--- config.mk ---
export PLATFORM = sky130hd
export DESIGN_NAME = rle_dec
export DESIGN_NICKNAME = d
export VERILOG_FILES = /design/src/rtl/rle_pkg.sv /design/src/rtl/rle_dec.sv
export SDC_FILE = /design/constraint.sdc
export NUM_CORES = 1
export LEC_CHECK = 0
export ABC_AREA = 1
export CAP_MARGIN = 20
export CORE_UTILIZATION = 59
export CTS_BUF_LIST = sky130_fd_sc_hd__clkbuf_2 sky130_fd_sc_hd__clkbuf_4 sky130_fd_sc_hd__clkbuf_8
export CTS_CLUSTER_DIAMETER = 40
export CTS_CLUSTER_SIZE = 16
export DETAILED_ROUTE_END_ITERATION = 7
export DONT_BUFFER_PORTS = 1
export GPL_ROUTABILITY_DRIVEN = 0
export HOLD_SLACK_MARGIN = 0.1
export MAX_ROUTING_LAYER = met4
export PLACE_DENSITY = 0.78
export SYNTH_ARGS = -nofsm -noshare
export SYNTH_HDL_FRONTEND = slang
export SYNTH_SLANG_ARGS = --single-unit
--- constraint.sdc ---
create_clock -name clk -period 1.6 [get_ports clk]
set_clock_uncertainty 0.2 [all_clocks]
set_input_delay 0.16 -clock clk [delete_from_list [all_inputs] [get_ports clk]]
set_output_delay 0.16 -clock clk [all_outputs]
set_load 0.005 [all_outputs]
--- src/rtl/rle_pkg.sv ---
// Shared definitions for the logic analyzer RLE path.
// The word layout below is the same one the RLE encoder emits.
package rle_pkg;

  localparam int DW = 8;  // sample data width
  localparam int CW = 8;  // run-length count width

  // One encoded word: the run length is cnt+1, so cnt=0 means a single sample.
  typedef struct packed {
    logic [CW-1:0] cnt;
    logic [DW-1:0] dat;
  } rle_word_t;

  // Decoder state: RUN means the holding register has a run to emit.
  typedef enum logic {
    ST_IDLE = 1'b0,
    ST_RUN  = 1'b1
  } state_t;

endpackage

--- src/rtl/rle_dec.sv ---
// Run-length decoder: expands {count, data} words into count+1 samples.
// Optional macro RLE_DEC_CNT_EN enables the expanded-sample counter on
// sts_smp; without it sts_smp is tied to zero.
//
// Handshake semantics (both ports): a beat transfers on a rising clk edge
// where tvalid and tready are both 1. Once sto_tvalid is raised it stays
// high, with tdata/tkeep/tlast unchanged, until the beat transfers.
// sto_tvalid never depends on sto_tready. sti_tready may depend on
// sto_tready so that a finished run and the next word load in the same
// cycle with no bubble.
module rle_dec #(
  parameter int DW = rle_pkg::DW,
  parameter int CW = rle_pkg::CW,
  parameter int SW = 32
) (
  input  logic             clk,
  input  logic             rst,
  input  logic             ctl_rst,
  input  logic             cfg_ena,
  input  logic [CW+DW-1:0] sti_tdata,
  input  logic             sti_tkeep,
  input  logic             sti_tlast,
  input  logic             sti_tvalid,
  output logic             sti_tready,
  output logic [DW-1:0]    sto_tdata,
  output logic             sto_tkeep,
  output logic             sto_tlast,
  output logic             sto_tvalid,
  input  logic             sto_tready,
  output logic [SW-1:0]    sts_smp
);

  import rle_pkg::*;

  state_t          state_q;
  state_t          state_d;
  logic [DW-1:0]   dat_q;
  logic            kep_q;
  logic            lst_q;
  logic [CW-1:0]   rem_q;
  logic            busy;
  logic            rem_zero;
  logic            load;
  logic            dec;
  logic            clr;

  assign clr      = rst | ctl_rst;
  assign busy     = (state_q == ST_RUN);
  assign rem_zero = (rem_q == '0);

  // Next state, input ready and holding-register controls.
  always_comb begin
    state_d    = state_q;
    sti_tready = 1'b0;
    load       = 1'b0;
    dec        = 1'b0;
    case (state_q)
      ST_IDLE: begin
        sti_tready = 1'b1;
        if (sti_tvalid) begin
          load    = 1'b1;
          state_d = ST_RUN;
        end
      end
      ST_RUN: begin
        if (sto_tready) begin
          if (!rem_zero) begin
            dec = 1'b1;
          end else begin
            // Last sample of the run leaves now; take the next word at once.
            sti_tready = 1'b1;
            if (sti_tvalid) begin
              load = 1'b1;
            end else begin
              state_d = ST_IDLE;
            end
          end
        end
      end
      default: state_d = ST_IDLE;
    endcase
  end

  // State register and holding register; either reset discards the run.
  always_ff @(posedge clk) begin
    if (clr) begin
      state_q <= ST_IDLE;
      dat_q   <= '0;
      kep_q   <= 1'b0;
      lst_q   <= 1'b0;
      rem_q   <= '0;
    end else begin
      state_q <= state_d;
      if (load) begin
        dat_q <= sti_tdata[DW-1:0];
        kep_q <= sti_tkeep;
        lst_q <= sti_tlast;
        // Pass-through mode ignores the count: every word is one sample.
        rem_q <= cfg_ena ? sti_tdata[CW+DW-1:DW] : '0;
      end else if (dec) begin
        rem_q <= rem_q - CW'(1);
      end
    end
  end

  // Outputs come straight from the holding register, gated by busy.
  always_comb begin
    sto_tvalid = busy;
    sto_tdata  = busy ? dat_q : '0;
    sto_tkeep  = busy & kep_q;
    sto_tlast  = busy & lst_q & rem_zero;
  end

`ifdef RLE_DEC_CNT_EN
  logic [SW-1:0] smp_q;

  // Count every sample accepted downstream; wraps naturally.
  always_ff @(posedge clk) begin
    if (clr) begin
      smp_q <= '0;
    end else if (sto_tvalid && sto_tready) begin
      smp_q <= smp_q + SW'(1);
    end
  end

  assign sts_smp = smp_q;
`else
  assign sts_smp = '0;
`endif

endmodule

Word level (Yosys, flattened, before mapping)
Index checks and enable logic that the tools add are counted.
- input bits: 24
- bits in read-only memories: 0
- bits in latches: 0
- bits in writable memories: 0
- memories kept: 0
- bits in registers: 19
- word-level logic and storage cells: 30
- output and inout bits: 44
- order comparisons: 0
- bitwise logic cells: 5
- reductions and logical operators: 2
- shift-type cells: 0
- equality and inequality tests: 0
- multiply operators: 0
- div/mod/pow operators: 0
- $add $sub $neg: 1
- multiplexer cells: 17
- operator list (cell ; number):
    two-way mux 8 bit ; 4
    two-way mux 1 bit ; 10
    logical NOT 8 bit ; 1
    subtractor 8 x 1 -> 8 bit, second input constant ; 1
    case mux 1 bit (2 select lines) ; 3
    AND 1 bit ; 3
    nonzero test 2 bit ; 1
    inverter 1 bit ; 1
    bitwise OR 1 bit ; 1

Logic depth before layout (Yosys ltp)
Gate-level depths: netlist of run 1.
- word-level depth: 6
- mapped depth: 12
- depth with buffers taken out: 11

Worst setup path after synthesis of run 1
No wires, ideal clock.
- path type: reg-to-reg
- from: register rem_q[0]
- to: register lst_q
- library setup time: 114 ps
- setup slack: -164 ps
- path buffers: 2
- cell stages (with the launch flop): 12
- arrival time: 1451 ps
- period minus slack after synthesis: 1764 ps
- cells stage by stage: dfxtp_1 -> inv_1 -> ha_1 -> nand2_2 -> nor2_4 -> nand3_2 -> nand2_4 -> nand2_4 -> buf_6 -> buf_6 -> o21ai_1 -> nor2_1
- cells in the longest elaborated chain, start to end: 4
- ends and longest elaborated chain (element ; RTL line ; text):
    start, declared ; rle_dec.sv:40 ; logic [CW-1:0] rem_q;
    start signal, assigned ; rle_dec.sv:99 ; rem_q <= cfg_ena ? sti_tdata[CW+DW-1:DW] : '0;
    start signal, assigned ; rle_dec.sv:101 ; rem_q <= rem_q - CW'(1);
    logical NOT 8 bit ; rle_dec.sv:49 ; assign rem_zero = (rem_q == '0);
    two-way mux 1 bit ; rle_dec.sv:67 ; if (!rem_zero) begin
    two-way mux 1 bit ; rle_dec.sv:66 ; if (sto_tready) begin
    case mux 1 bit (2 select lines) ; rle_dec.sv:57 ; case (state_q)
    end signal, assigned ; rle_dec.sv:97 ; lst_q <= sti_tlast;
    end, declared ; rle_dec.sv:39 ; logic lst_q;
Every way passes these cells.
A chain may end at the register's enable or synchronous reset.

Worst setup path after layout of run 1
- from: register rem_q[1]
- to: register rem_q[0]
- cells in the longest elaborated chain, start to end: 5
- elaborated cells on any way between the ends: 9
- ends and longest elaborated chain (element ; RTL line):
    logical NOT 8 bit (*) ; rle_dec.sv:49
    two-way mux 1 bit ; rle_dec.sv:67
    two-way mux 1 bit ; rle_dec.sv:66
    case mux 1 bit (2 select lines) / two-way mux 1 bit (equally long branches) ; rle_dec.sv:57
    two-way mux 8 bit / nonzero test 2 bit (equally long branches) ; --
Mark *: on every way between the ends. The rest lies on a longest branch, timed or not.

==> results of run 1 <==
[state kept, by name, summed over array words and instances (netlist names)]
name / flops
dat_q: 8
rem_q: 8
kep_q: 1
lst_q: 1
sto_tvalid: 1
[stage by stage]
step,TNS [ps],utilization [%]
finish,-1940,80.0
global route,-3610,80.0
CTS,-953,78.5
detailed placement,-823,64.2
global placement,-435,64.2
floorplan,-1180,-
[where the power goes]
| part | switching [mW] | internal (mW) | leakage (nW) | total (mW) |
|---|---|---|---|---|
| Clock | 0.162 | 0.0935 | 0.0177 | 0.255 |
| Combinational | 0.164 | 0.141 | 0.765 | 0.305 |
| Sequential | 0.0127 | 0.492 | 0.156 | 0.505 |
[worst max-delay path: cells and delay by family, from the launching register on]
family                     cells  cell delay, ps
DFF                            1             350
AOI/OAI and AO/OA              1             220
and+or+nand+nor                5             270
buffers and inverters          4             450
adders and majority gates      1             160
[final cells by class]
cell class | instances | area [um^2]
multi-input combinational | 156 | 764
fill | 147 | 443
timing repair buffer | 48 | 442
sequential | 19 | 383
inverter | 30 | 118
tap | 28 | 35.0
clock buffer | 3 | 22.5
clock inverter | 1 | 5.00
[worst max-delay path by stage]
stage	start	endpoint
after global routing	rem_q[0]$_SDFFE_PP0P_	sti_tready
final	rem_q[1]$_SDFFE_PP0P_	rem_q[0]$_SDFFE_PP0P_
after CTS	rem_q[0]$_SDFFE_PP0P_	sti_tready
after floorplan	rem_q[1]$_SDFFE_PP0P_	lst_q$_SDFFE_PP0P_
after global placement	rem_q[1]$_SDFFE_PP0P_	lst_q$_SDFFE_PP0P_
after detailed placement	rem_q[1]$_SDFFE_PP0P_	dat_q[1]$_SDFFE_PP0P_
[kinds of logic after synthesis]
| family | after synthesis | synth area share (%) |
|---|---|---|
| buffers and inverters | 68 | 28.6 |
| XOR/XNOR | 1 | 0.636 |
| flip-flops | 19 | 27.6 |
| other | 1 | 0.272 |
| AND/OR/NAND/NOR | 102 | 32.5 |
| AO/OA/AOI/OAI | 20 | 9.45 |
| adder cells (fa/ha/maj) | 1 | 0.908 |
[what timing repair did]
action | CTS | global route
pin swaps | 5 | 1
endpoints found under the setup margin | 20 | 20
hold buffers | 23 | 0
gates resized for setup | 8 | 5
buffers inserted | 4 | 2
hold endpoints to repair | 19 | 0
[cells in the final DEF (no fill, tap or decap), drive strengths merged, types with 2 or more instances in the layout]
master,netlist,final
nand2,49,49
nand3,17,17
nor2,32,32
o21ai,14,14
conb,1,32
a21oi,6,6
inv,30,30
dfxtp,19,19
nand3b,2,2
buf,36,25
dlygate4sd3,0,23
clkbuf,2,3
[metal layers]
layer / wire length (um) / part of all wire [%] / GRT usage, %
met1: 1430 / 43 / 34.1
met2: 1650 / 49 / 44.2
met3: 200 / 6.0 / 3.94
met4: 53 / 1.6 / 11.1
met5: 0 / 0 / -
==> flow_summary.toml, run 1 <==
[status]
run_status = "finished, violations left"
failed_checks = "setup timing"

[global_routing]
grt.total_usage_pct = 27.3
grt_pass1_wl_um = 5090
pin_count_of_the_biggest_net_entering_global_routing = 16
via_count_of_the_first_global_routing_pass = 1183
global_route.overflow_total = 0
grt_antenna_before_repair = 0

[cts]
numCtsBuffers = 3
clk_root_buffer_cell = "clkbuf_4"
cts_tree = "done"
htree_num_levels = 1
clk_pin_slew_worst_paths_ps = 120
clock_sink_count = 19
clock_latency_at_the_later_pin_of_the_worst_skew_pair_ps = 310
clock_path_buffers = 2

[sta]
final.min_clock_period_ps = 1750
timing.final.setup_violations = 20
whs_ps = 298
number_of_pins_exceeding_their_max_slew_limit_in_the_final_report = 0
layout_setup_ws_ps = -146
period_share_pct = 109
final_hold_viol_count = 0
unrepaired_setup_endpoints_after_global_routing = "true"
timing.fmax_ghz = 0.573

[power_and_ir_drop]
totalPowerFinal_mw = 1.07
vdd_drop_max_v = 0.000573
pwr_density_cell_mw_per_mm2 = 602
power_leakage_nw = 0.939

[floorplan]
io_pins = 68
floorplan.die_area_mm2 = 0.00253
num_rows = 17
initial_core_util_pct = 62.3
vertical_die_dimension_um = 50.3
coreArea_mm2 = 0.00221
die_width_um = 50.3

[cells_and_area]
syn_to_final_growth_pct = 28.4
final_layout_size_suffix_gt1_share_pct = 21.4
antenna_diodes = 0
design_area_mm2 = 0.00177
layoutNonFillerInstCount = 285
final_nets = 283

[hold_path]
hold-path-endpoint = "lst_q$_SDFFE_PP0P_"
hold_path.class = "reg2reg"
holdCritStartpoint = "lst_q$_SDFFE_PP0P_"
hold_path_stages = 2

[critical_path]
crit_slowest_cell = "dfxtp_2"
crit_fanout = 5
critical_path.cell_chain = "inv_2, ha_4, nand2_4, nor2_4, buf_4, a21oi_4, buf_6, buf_4, nand2_1, nand3_1, nor2_1"
worst_path_largest_cell_delay_ps = 350
worstSetupStartpointType = "flop"
worst-endpoint-required_ps = 1610
path_common_cell = "buf_4"
worstReg2RegEnd = "rem_q[0]$_SDFFE_PP0P_"
critical_path.reg2reg.startpoint = "rem_q[1]$_SDFFE_PP0P_"
timing.setup.critical_path_class = "reg2reg"
worstSetupEndpointType = "flop"
rrSetupSlack_ps = -150
number_of_cell_instances_on_the_worst_register_to_register_path = 11
arrival_ps = 1750

[drt]
route.detailed.drc = 0
drt_first_pass_iters = 4
drt-wirelength-per-cell_um = 11.7
detail-route-antenna-nets = 0
dr.first_iter.drc_count = 37
viasPerCell = 4.78
num_vias = 1361
route.final.wire_length_um = 3330

[placed_design]
total_placed_cells_including_tap_cells = 252
post_dp_cell_area_mm2 = 0.00142
detailed_placement_wirelength_estimate_um = 1980
port_buf_inserts = 0
dp_worst_setup_slack_ps = -71.4

[synth]
top_cells_by_count_synth = "nand2_1, buf_4, nor2_1"
post-synth-top-count-cell = "nand2_1"
synth.area.top_cells = "dfxtp_1, buf_4, nand2_1"
synthArstFlopShare_pct = 0
dominant_cell_type_by_area_after_synthesis = "dfxtp_1"
post_synth_instance_area_mm2 = 0.00138
synth.yosys.seq_area_share_pct = 27.6
syn-mean-instance-area_um2 = 6.50
number_of_instances_in_the_synthesized_netlist = 212
ys.flop_type = "dfxtp_1"
postSynthRegisterBits = 19
yosys_warn_count = 0
post_synth_num_cell_types = 26
number_of_enable_type_register_cells_in_the_synthesized_netlist = 0
synth_top_cell_area_share_pct = 27.6

[run]
drv_cap = 0
Power figures use the tool's default switching activity.
==> run 2, diff against run 1 <==
--- a/config.mk
+++ b/config.mk
@@ -17,6 +17,7 @@
 export HOLD_SLACK_MARGIN = 0.1
 export MAX_ROUTING_LAYER = met4
 export PLACE_DENSITY = 0.78
+export REMOVE_ABC_BUFFERS = 1
 export SYNTH_ARGS = -nofsm -noshare
 export SYNTH_HDL_FRONTEND = slang
 export SYNTH_SLANG_ARGS = --single-unit
==> run 2 against run 1 <==
The run still ends with setup timing left. Worst hold slack got worse by 2.3 ps. Sequential cell count unchanged. Power increased by 3.5%. Count of clock-buffer cells in the layout unchanged. Combinational power increased by 8.5%. Via count increased by 13%. Largest power group unchanged.
==> flow_summary.toml, run 2 (synthesis gave the netlist of run 1 again) <==
[drt]
viasPerCell = 5.42
dr.first_iter.drc_count = 64
drt_first_pass_iters = 4
highest_layer = "met4"
drt-wirelength-per-cell_um = 15.5
route.final.wire_length_um = 4400
num_vias = 1535
wl_met2_um = 2260
total_met3_wirelength_after_detailed_routing_um = 452
detail-route-antenna-nets = 0
met1_length_um = 1430
route.detailed.drc = 0

[critical_path]
arrival_ps = 1890
critical_path.top_delay_family = "simple AND/OR/NAND/NOR gates"
crit_fanout = 6
critical_path.startpoint = "rem_q[7]$_SDFFE_PP0P_"
critical_path.reg2reg.startpoint = "rem_q[7]$_SDFFE_PP0P_"
worstSetupEndpointType = "flop"
worstPathBufferInverterCount = 2
crit_slowest_cell = "dfxtp_1"
worst_path_largest_cell_delay_ps = 360
worst-endpoint-required_ps = 1650
path_common_cell = "nand2_1"
timing.setup.critical_path_class = "reg2reg"
worstSetupStartpointType = "flop"
critical_path.cell_chain = "inv_1, nand2_1, nor2_4, nand3_2, nand2_4, nand2_4, buf_4, nand2_1, nand2_1, a21oi_1"

[hold_path]
hold_path.class = "reg2reg"
holdCritStartpoint = "dat_q[1]$_SDFFE_PP0P_"

[placed_design]
detailed_placement_wirelength_estimate_um = 1930
total_placed_cells_including_tap_cells = 251
port_buf_inserts = 0
dp_worst_setup_slack_ps = -104

[floorplan]
initial_core_util_pct = 62.3
vertical_die_dimension_um = 50.3
die_width_um = 50.3
floorplan.die_area_mm2 = 0.00253
coreArea_mm2 = 0.00221
io_pins = 68
num_rows = 17

[power_and_ir_drop]
pwr_density_cell_mw_per_mm2 = 611
power_leakage_nw = 0.939
vdd_drop_max_v = 0.000563

[cts]
clock_latency_at_the_later_pin_of_the_worst_skew_pair_ps = 320
numCtsBuffers = 3
htree_num_levels = 1
cts_tree = "done"
clk_pin_slew_worst_paths_ps = 120
clk_root_buffer_cell = "clkbuf_4"
clock_path_buffers = 2
clock_sink_count = 19

[global_routing]
grt.total_usage_pct = 34.2
via_count_of_the_first_global_routing_pass = 1375
global_route.overflow_total = 0
pin_count_of_the_biggest_net_entering_global_routing = 16
grt_antenna_before_repair = 0
grt_pass1_wl_um = 6130

[status]
run_status = "finished, violations left"
failed_checks = "setup timing"

[sta]
layout_setup_ws_ps = -246
final_hold_viol_count = 0
timing.fmax_ghz = 0.542
period_share_pct = 115
final.min_clock_period_ps = 1850
timing.final.setup_violations = 20
unrepaired_setup_endpoints_after_global_routing = "true"
number_of_pins_exceeding_their_max_slew_limit_in_the_final_report = 0

[cells_and_area]
largest_registers = "dat_q: 8 flops, rem_q: 8 flops"
final_layout_size_suffix_gt1_share_pct = 24.3
layoutNonFillerInstCount = 283
antenna_diodes = 0
fill_cells = 134
commonest_cells_after_routing_fill_and_taps_aside = "nand2_1, conb_1, nor2_1, inv_1, dlygate4sd3_1"
syn_to_final_growth_pct = 31.0
mostFrequentLayoutCell = "nand2_1"
final_nets = 281

[run]
drv_cap = 0
## run 2: cell types whose count changed in the layout (fill, tap and decap cells not counted), moves of 2 or more
cell and change:
nand3_1 -3, a21oi_2 +2, buf_6 +3, a21oi_1 -2
nor2_2 +2, buf_4 -6, nand2_2 +2, nand2_1 -2
nand3_2 +3
## run 2: path summary, 6_finish.rpt
| check | endpoint | cells past startpoint | slack [ps] |
|---|---|---|---|
| hold / removal | dat_q[1]$_SDFFE_PP0P_ | 2 | 300 |
| setup / recovery | rem_q[4]$_SDFFE_PP0P_ | 10 | -250 |
| setup reg to reg | rem_q[4]$_SDFFE_PP0P_ | 10 | -250 |
| hold reg to reg | dat_q[1]$_SDFFE_PP0P_ | 2 | 300 |
## run 2: metrics by stage
| stage | hold WS, ps | power, mW | cell area, um^2 | util (%) | TNS, ps |
|---|---|---|---|---|---|
| 6_report | 296 | 1.10 | 1800 | 81.6 | -3470 |
| 5_1_grt | 314 | 1.16 | 1800 | 81.6 | -4510 |
| 4_1_cts | 291 | 1.05 | 1750 | 79.1 | -1310 |
| 3_5_place_dp | 102 | 0.722 | 1410 | 63.6 | -1160 |
| 3_3_place_gp | 96.1 | 0.719 | 1410 | 63.6 | -225 |
| 2_1_floorplan | 94.0 | 0.656 | 1210 | - | -1830 |
## run 2: timing repair
action,CTS,global route
hold buffers,23,0
hold endpoints to repair,19,0
endpoints found under the setup margin,20,20
gates resized for setup,16,14
pin swaps,7,6
buffers inserted,4,1
## run 2: metal layers
metal / vias up / track usage (%)
met4: 0 / 17.6
met3: 31 / 5.15
li1: 671 / -
met5: - / -
met1: 688 / 34.2
met2: 145 / 63.3
## run 2: final cells by class
type	instances	area (um^2)	share of cell area [%]
clock buffers	3	22.5	1.25
clock inverters	1	5.00	0.277
inverters	30	120	6.66
multi-input cells	156	788	43.7
flip-flops and latches	19	383	21.2
well taps	28	35.0	1.94
repair buffers	46	450	25.0
## run 2: worst min-delay path, stage by stage (launching register included)
cell and delay [ps]:
dfxtp_1 330, nor2_1 90, nor2_1 50
## run 2: where the power goes
| part | switching (mW) | internal (mW) |
|---|---|---|
| sequential | 0.0128 | 0.492 |
| clock | 0.172 | 0.0937 |
| combinational | 0.188 | 0.143 |
==> run 3, diff against run 2 <==
--- a/config.mk
+++ b/config.mk
@@ -18,6 +18,7 @@
 export MAX_ROUTING_LAYER = met4
 export PLACE_DENSITY = 0.78
 export REMOVE_ABC_BUFFERS = 1
+export SKIP_LAST_GASP = 1
 export SYNTH_ARGS = -nofsm -noshare
 export SYNTH_HDL_FRONTEND = slang
 export SYNTH_SLANG_ARGS = --single-unit
==> run 3 against run 2 <==
The run still ends with setup timing left. Global-route usage is the same. Via count down 4.3%. Critical path depth unchanged. Setup slack better by 48 ps. First-iteration DRC count is 6.3% higher. Die area unchanged. Worst hold slack worse by 2.6 ps. Final cell count is the same. Critical path type unchanged. Critical endpoint is now rem_q[3]$_SDFFE_PP0P_. Largest cell class unchanged. Largest power group unchanged.
==> flow_summary.toml, run 3 (synthesis gave the netlist of run 1 again) <==
[status]
run_status = "finished, violations left"
failed_checks = "setup timing"

[critical_path]
worst-endpoint-required_ps = 1630
worstReg2RegEnd = "rem_q[3]$_SDFFE_PP0P_"
worstSetupStartpointType = "flop"
critical_path.cell_chain = "inv_1, nand2_4, nor2_4, buf_4, a21oi_4, inv_4, nand3_1, nand3_1, nand2_1, inv_1"
crit_fanout = 9
timing.setup.critical_path_class = "reg2reg"
worst_path_largest_cell_delay_ps = 430
rrSetupSlack_ps = -200
crit_slowest_cell = "dfxtp_1"
number_of_cell_instances_on_the_worst_register_to_register_path = 10
critical_path.reg2reg.startpoint = "rem_q[2]$_SDFFE_PP0P_"
arrival_ps = 1820
critical_path.startpoint = "rem_q[2]$_SDFFE_PP0P_"
crit_path_end = "rem_q[3]$_SDFFE_PP0P_"
worstSetupEndpointType = "flop"

[placed_design]
port_buf_inserts = 0
detailed_placement_wirelength_estimate_um = 1930
post_dp_cell_area_mm2 = 0.00141

[drt]
dr.first_iter.drc_count = 68
viasPerCell = 5.19
detail-route-antenna-nets = 0
route.detailed.drc = 0
num_vias = 1469
drt_first_pass_iters = 5
drt-wirelength-per-cell_um = 14.0
route.final.wire_length_um = 3950

[sta]
number_of_pins_exceeding_their_max_slew_limit_in_the_final_report = 0
timing.final.setup_violations = 20
final.min_clock_period_ps = 1800
timing.fmax_ghz = 0.556
unrepaired_setup_endpoints_after_global_routing = "true"
period_share_pct = 112
final_hold_viol_count = 0
layout_setup_ws_ps = -198

[cells_and_area]
design_area_mm2 = 0.00179
final_nets = 281
antenna_diodes = 0
mostFrequentLayoutCell = "nand2_1"
final_core_util_pct = 80.8
syn_to_final_growth_pct = 29.8
commonest_cells_after_routing_fill_and_taps_aside = "nand2_1, conb_1, nor2_1, inv_1, dlygate4sd3_1"
largest_registers = "dat_q: 8 flops, rem_q: 8 flops"
fill_cells = 131
final_layout_size_suffix_gt1_share_pct = 23.1
final-seq-area_um2 = 383
multiInputGateArea_um2 = 776

[floorplan]
die_width_um = 50.3
initial_core_util_pct = 62.3
floorplan.die_area_mm2 = 0.00253
io_pins = 68
vertical_die_dimension_um = 50.3
coreArea_mm2 = 0.00221
num_rows = 17

[cts]
clock_sink_count = 19
cts_tree = "done"
numCtsBuffers = 3
clk_root_buffer_cell = "clkbuf_4"
htree_num_levels = 1
clk_pin_slew_worst_paths_ps = 120
clock_latency_at_the_later_pin_of_the_worst_skew_pair_ps = 320
clock_path_buffers = 2

[global_routing]
via_count_of_the_first_global_routing_pass = 1375
grt_antenna_before_repair = 0
grt.total_usage_pct = 34.2
pin_count_of_the_biggest_net_entering_global_routing = 16
global_route.overflow_total = 0
grt_pass1_wl_um = 6130

[power_and_ir_drop]
vdd_drop_max_v = 0.000550
totalPowerFinal_mw = 1.09
power_leakage_nw = 0.935
pwr_density_cell_mw_per_mm2 = 608

[hold_path]
hold_path.class = "reg2reg"

[run]
drv_cap = 0
-- run 3: cell count changes in the layout (fill, tap and decap cells not counted) --
cell     previous run  this run
nand3_1            13        15
nand2_1            43        44
buf_4              15        16
nand2_2             3         2
nand3_2             4         2
buf_6               6         5
-- run 3: per-layer routing --
layer  part of all wire, %  GRT usage, %  vias up
met5                     0             -        -
met4                   5.1          17.6        0
met3                   8.0          5.15       22
met2                    53          63.3      110
met1                    34          34.2      665
li1                      -             -      672
-- run 3: area by class of cell --
cell class,instances,share of cell area [%]
tap,28,1.96
multi-input combinational,156,43.4
clock buffer,3,1.26
inverter,30,6.72
clock inverter,1,0.280
sequential,19,21.4
timing repair buffer,46,25.0
-- run 3: what timing repair did --
item,CTS,global route
cloned,0,0
buffers inserted,4,1
hold buffers,23,0
endpoints found under the setup margin,20,20
endpoints found under the hold margin,19,0
pin swaps,7,6
resized for setup,16,10
-- run 3: critical path, delay by kind of cell (launching register included) --
family	cells	cell delay, ps
flops	1	430
buf+inv	4	430
simple gates	5	410
compound gates	1	240
-- run 3: how the worst min path moves through the flow --
| stage | endpoint | cells past startpoint | start | slack, ps |
|---|---|---|---|---|
| after floorplan | sto_tvalid$_SDFF_PP0_ | 2 | sti_tvalid | 90 |
| after global placement | dat_q[1]$_SDFFE_PP0P_ | 2 | sti_tdata[1] | 100 |
| after detailed placement | dat_q[1]$_SDFFE_PP0P_ | 2 | sti_tdata[1] | 100 |
| after CTS | dat_q[1]$_SDFFE_PP0P_ | 2 | dat_q[1]$_SDFFE_PP0P_ | 290 |
| after global routing | dat_q[1]$_SDFFE_PP0P_ | 2 | dat_q[1]$_SDFFE_PP0P_ | 310 |
| final | dat_q[1]$_SDFFE_PP0P_ | 2 | dat_q[1]$_SDFFE_PP0P_ | 290 |
-- run 3: power by group --
group / internal, mW / switching (mW)
combinational: 0.141 / 0.179
clock: 0.0937 / 0.169
sequential: 0.492 / 0.0125
total: 0.727 / 0.360
-- run 3: per-stage QoR --
step	hold WS (ps)	setup TNS, ps	instances	setup WS (ps)
floorplan	94.0	-1830	205	-180
detailed placement	102	-1160	251	-104
global placement	96.1	-225	251	-60.4
global route	314	-3720	283	-249
CTS	291	-1310	282	-129
finish	293	-2500	283	-198
